$ cat src/rtl/sm_phase_seq.sv
// sm_phase_seq: stepper coil-phase sequencer with absolute position, travel limits
// and an idle hold-current request.
module sm_phase_seq #(
    parameter int POS_W       = 32,
    parameter int HOLD_CYCLES = 50000
) (
    input  logic                    clk,
    input  logic                    rst,
    input  logic                    step_in,
    input  logic                    dir,
    input  logic                    half_step,
    input  logic                    drv_en,
    input  logic                    lim_fwd,
    input  logic                    lim_rev,
    input  logic                    pos_clr,
    output logic [3:0]              phase,
    output logic signed [POS_W-1:0] pos,
    output logic                    moving,
    output logic                    hold_low,
    output logic                    step_rej
);
    localparam int CNT_W = $clog2(HOLD_CYCLES);
    localparam logic [3:0] PHASE_TBL [8] = '{4'b0001, 4'b0011, 4'b0010, 4'b0110,
                                             4'b0100, 4'b1100, 4'b1000, 4'b1001};
    typedef enum logic [1:0] {OFF, RUN, HOLD} state_t;
    state_t           state, nxt_state;
    logic [2:0]       idx, nxt_idx, stride;
    logic [CNT_W-1:0] idle_cnt;
    logic             step_d, live, blocked, acc;
    // Full-step from an odd (half) position only moves to the adjacent full position.
    always_comb begin
        live      = step_in & ~step_d & (state != OFF) & drv_en;
        blocked   = dir ? lim_fwd : lim_rev;
        acc       = live & ~blocked;
        stride    = (half_step | idx[0]) ? 3'd1 : 3'd2;
        nxt_idx   = acc ? (dir ? idx + stride : idx - stride) : idx;
        nxt_state = !drv_en ? OFF
                  : (state == OFF || acc) ? RUN
                  : (state == RUN && idle_cnt == CNT_W'(HOLD_CYCLES - 1)) ? HOLD
                  : state;
    end
    always_ff @(posedge clk) begin
        if (rst) begin
            state    <= OFF;
            idx      <= '0;
            idle_cnt <= '0;
            step_d   <= 1'b1;
            phase    <= '0;
            pos      <= '0;
            moving   <= 1'b0;
            hold_low <= 1'b0;
            step_rej <= 1'b0;
        end else begin
            state    <= nxt_state;
            idx      <= nxt_idx;
            step_d   <= step_in;
            idle_cnt <= (acc || state != RUN) ? '0 : idle_cnt + 1'b1;
            pos      <= pos_clr ? '0 : !acc ? pos : dir ? pos + POS_W'(stride) : pos - POS_W'(stride);
            phase    <= (nxt_state == OFF) ? 4'b0000 : PHASE_TBL[nxt_idx];
            moving   <= nxt_state == RUN;
            hold_low <= nxt_state == HOLD;
            step_rej <= live & blocked;
        end
    end
endmodule

$ cat config.mk
export PLATFORM = sky130hd
export DESIGN_NAME = sm_phase_seq
export DESIGN_NICKNAME = d
export VERILOG_FILES = /design/src/rtl/sm_phase_seq.sv
export SDC_FILE = /design/constraint.sdc
export NUM_CORES = 1
export LEC_CHECK = 0
export CORE_ASPECT_RATIO = 1.25
export CORE_MARGIN = 5
export CORE_UTILIZATION = 55
export DETAILED_ROUTE_END_ITERATION = 8
export PLACE_DENSITY = 0.78
export SYNTH_ARGS = -nofsm -noshare
export SYNTH_HDL_FRONTEND = slang
export SYNTH_SLANG_ARGS = --single-unit
$ cat constraint.sdc
create_clock -name clk -period 3.8 [get_ports clk]
set_clock_uncertainty 0.15 [all_clocks]
set_input_delay 0.76 -clock clk [delete_from_list [all_inputs] [get_ports clk]]
set_output_delay 0.76 -clock clk [all_outputs]
set_load 0.01 [all_outputs]
==> results.yml <==
outcome:
  status: "finished, final reports clean"
timing:
  finalHoldViolations: 0
  clock.fmax_mhz: 281
  tightest_slew_ps: 914
  timing.hold.ws_ps: 296
  min_period_ps: 3560
  setup_viol: 0
  slew_violations: 0
  maxSlewHeadroom: 0.388
  period_share: 0.936
  rsz0062_at_grt: "no"
  setup_tns_ps: 0
final_layout:
  syn_to_final_growth_pct: 21.2
  fin_cells: 688
  final_area_um2: 5040
  multi_input_area_um2: 2730
  n_fill_cell: 629
  diodes: 0
  finalNetCount: 634
  seqCellArea_um2: 1220
  drive_gt1_frac: 0.0956
clock_tree:
  cts_buffers: 9
  cts_setup_buffers: 0
  clockBufferDepth: 2
  clock_latency_ps: 350
  hold_buffers: 0
  path_clk_slew_ps: 70
  cts_tree: "yes"
  cts_sinks: 61
  ctsResizeCount: 0
  cts-htree-levels: 3
  cts-root-buf: "clkbuf_8"
synth:
  synth.area.top_cells: "dfxtp_1, ha_1, a21oi_1"
  synth-seq-cells: 61
  ys_types: 54
  synthFlopType: "dfxtp_1"
  yosysMostFrequentCell: "nand2_1"
  ys_warn_count: 0
  synth-async-reset-ratio: 0
  syn-cell-area_um2: 4160
  synth_fp_nets: 581
  yosysSeqAreaShare: 0.293
  synthCells: 538
  synth_common_cells: "nand2_1, nor2_1, dfxtp_1, a21oi_1, ha_1"
  yosysTopAreaCellShare: 0.293
  yosys.area.top_type: "dfxtp_1"
  synth_edf_count: 0
  post_synth.cell_area_avg_um2: 7.74
worst_setup_path:
  rrSetupSlack_ps: 760
  endpoint_kind: "flop"
  r2r_end: "pos[30]$_SDFFE_PP0P_"
  crit_type: "in -> reg"
  crit_required_ps: 3950
  cp_data_arrival_time_ps: 3710
  crit_path_start_kind: "input pin"
  r2r-start: "idx[0]$_SDFF_PP0_"
  cp_slowest_stage_delay_ps: 430
  slowest_stage: "fa_1"
  crit_chain: "clkdlybuf4s50_1 > or2_2 > nand2_1 > inv_1 > fa_1 > nand2b_1 > a2111oi_4 > o21ai_2 > a2111oi_4 > o21ai_2 > mux2_4 > nand2_2"
  r2r_cells: 11
  path_max_fanout: 3
floorplan:
  dieArea_um2: 9420
  die_w_um: 87.8
  start_util: 0.562
  num_rows: 35
  die_y_um: 107
  io_pins: 48
  core_um2: 7400
worst_hold_path:
  hold_class: "reg -> reg"
  hold_end: "step_rej$_SDFF_PP0_"
  min_from: "step_d$_SDFF_PP1_"
  min_path_cells: 1
place:
  placed_cells: 672
  hpwl_mm: 8.22
  numPortBuffers: 47
  dpl-instance-area_um2: 4820
  place.gp.congestion: 0.942
run:
  max_cap_viol_count: 0
detailed_routing:
  wire_per_inst_um: 16.0
  postRouteAntennaNets: 0
  viasPerCell: 5.93
  drcViolationCount: 0
  drtIter0Drc: 232
  firstDrtPassIters: 5
  wl_mm: 11.0
  dr_total_vias: 4081
global_routing:
  gr-usage-all-layers: 0.245
  first_global_vias: 4017
  grt_pass1_wl_mm: 18.5
  antenna_found_initial: 0
  grt_max_degree: 32
  grt-ovfl-total: 0
pwr:
  p_clk_frac: 0.459
  vdd_drop_max_v: 0.000261
  sw_frac_of_total: 0.251
  power_switching_mw: 0.364
  power.density_nw_per_um2: 288
  p_leak_nw: 1.98
  finalPower_mw: 1.45
  p_seq_frac: 0.444
  internal-power_mw: 1.09
  pwr-share-comb: 0.097
==> cells in the final DEF (no fill, tap or decap), types with 3 or more instances in the layout <==
cell / synthesis / routed
a21o_1: 9 / 9
dfxtp_1: 61 / 61
mux2i_1: 7 / 7
or3_1: 4 / 4
nand2b_1: 6 / 6
a31oi_1: 3 / 3
nand4_1: 18 / 18
clkdlybuf4s50_1: 0 / 47
a21oi_1: 52 / 52
and2_1: 3 / 3
nor3_1: 15 / 15
o21bai_1: 6 / 6
o21a_1: 5 / 5
nor2b_1: 4 / 4
or2_2: 4 / 4
clkbuf_8: 0 / 10
nor4_1: 4 / 4
xnor2_1: 18 / 18
and3_1: 3 / 3
and4_1: 3 / 3
o21ai_0: 27 / 27
inv_1: 17 / 17
o211ai_1: 5 / 5
nand3_1: 10 / 10
xor2_1: 19 / 19
o31ai_1: 7 / 7
a211oi_1: 6 / 6
nand2_1: 68 / 68
ha_1: 32 / 32
buf_4: 3 / 26
nor2_1: 62 / 62
==> per-stage QoR <==
stage	setup WS, ps	utilization
finish	242	0.682
floorplan	430	-
detailed placement	-124	0.651
global route	53.3	0.682
global placement	-31.3	0.651
CTS	234	0.682
==> cell type report <==
cell class              instances  share of cell area
clock buffers                  11              0.0280
clock inverters                 5              0.0166
inverters                      17              0.0126
multi-input cells             428               0.542
flip-flops and latches         61               0.242
well taps                      92              0.0228
repair buffers                 74               0.136
==> power groups by stage <==
| stage | combinational, mW | clock, mW | sequential [mW] |
|---|---|---|---|
| floorplan | 0.0911 | 0 | 0.660 |
| global placement | 0.136 | 0 | 0.659 |
| detailed placement | 0.139 | 0 | 0.660 |
| CTS | 0.140 | 0.676 | 0.645 |
| global route | 0.154 | 0.705 | 0.645 |
| finish | 0.141 | 0.666 | 0.645 |
==> registers in the layout, indices dropped and copies added, names as in the netlist <==
| name | cells |
|---|---|
| hold_low | 1 |
| pos | 32 |
| idle_cnt | 16 |
| step_d | 1 |
| idx | 3 |
| moving | 1 |
| step_rej | 1 |
| state | 2 |
| phase | 4 |
==> per-layer routing <==
metal  vias up  routed length [um]  track usage
met1      1907                4600        0.291
met2       124                5470        0.415
li1       2011                   -            -
met5         -                   0            0
met4         0                 398        0.127
met3        39                 525       0.0406
==> logic make-up (layout without fill, tap and decap cells) <==
group	count (synthesis)	in the layout	share of synthesized area
xor gates and xnor gates	37	37	0.0779
DFF	61	61	0.293
and+or+nand+nor	209	209	0.232
muxes	8	8	0.0204
adders and majority gates	34	34	0.106
buffers and inverters	49	107	0.0496
AOI/OAI and AO/OA	140	140	0.221
==> worst max path at each step <==
| stage | start | endpoint | slack, ps | cells past startpoint |
|---|---|---|---|---|
| 4_1_cts | half_step | pos[30]$_SDFFE_PP0P_ | 230 | 12 |
| 5_1_grt | half_step | pos[26]$_SDFFE_PP0P_ | 50 | 12 |
| 3_3_place_gp | half_step | pos[30]$_SDFFE_PP0P_ | -30 | 12 |
| 2_1_floorplan | dir | pos[31]$_SDFFE_PP0P_ | 430 | 10 |
| 3_5_place_dp | half_step | pos[30]$_SDFFE_PP0P_ | -120 | 12 |
| 6_report | half_step | pos[30]$_SDFFE_PP0P_ | 240 | 12 |
==> critical path: cells and delay by family <==
family / cells / cell delay (ps)
multiplexers: 1 / 310
buffers and inverters: 2 / 490
AO/OA/AOI/OAI: 4 / 1040
adder cells (fa/ha/maj): 1 / 430
AND/OR/NAND/NOR: 4 / 670
No activity file was read; power rests on OpenSTA's default activity.
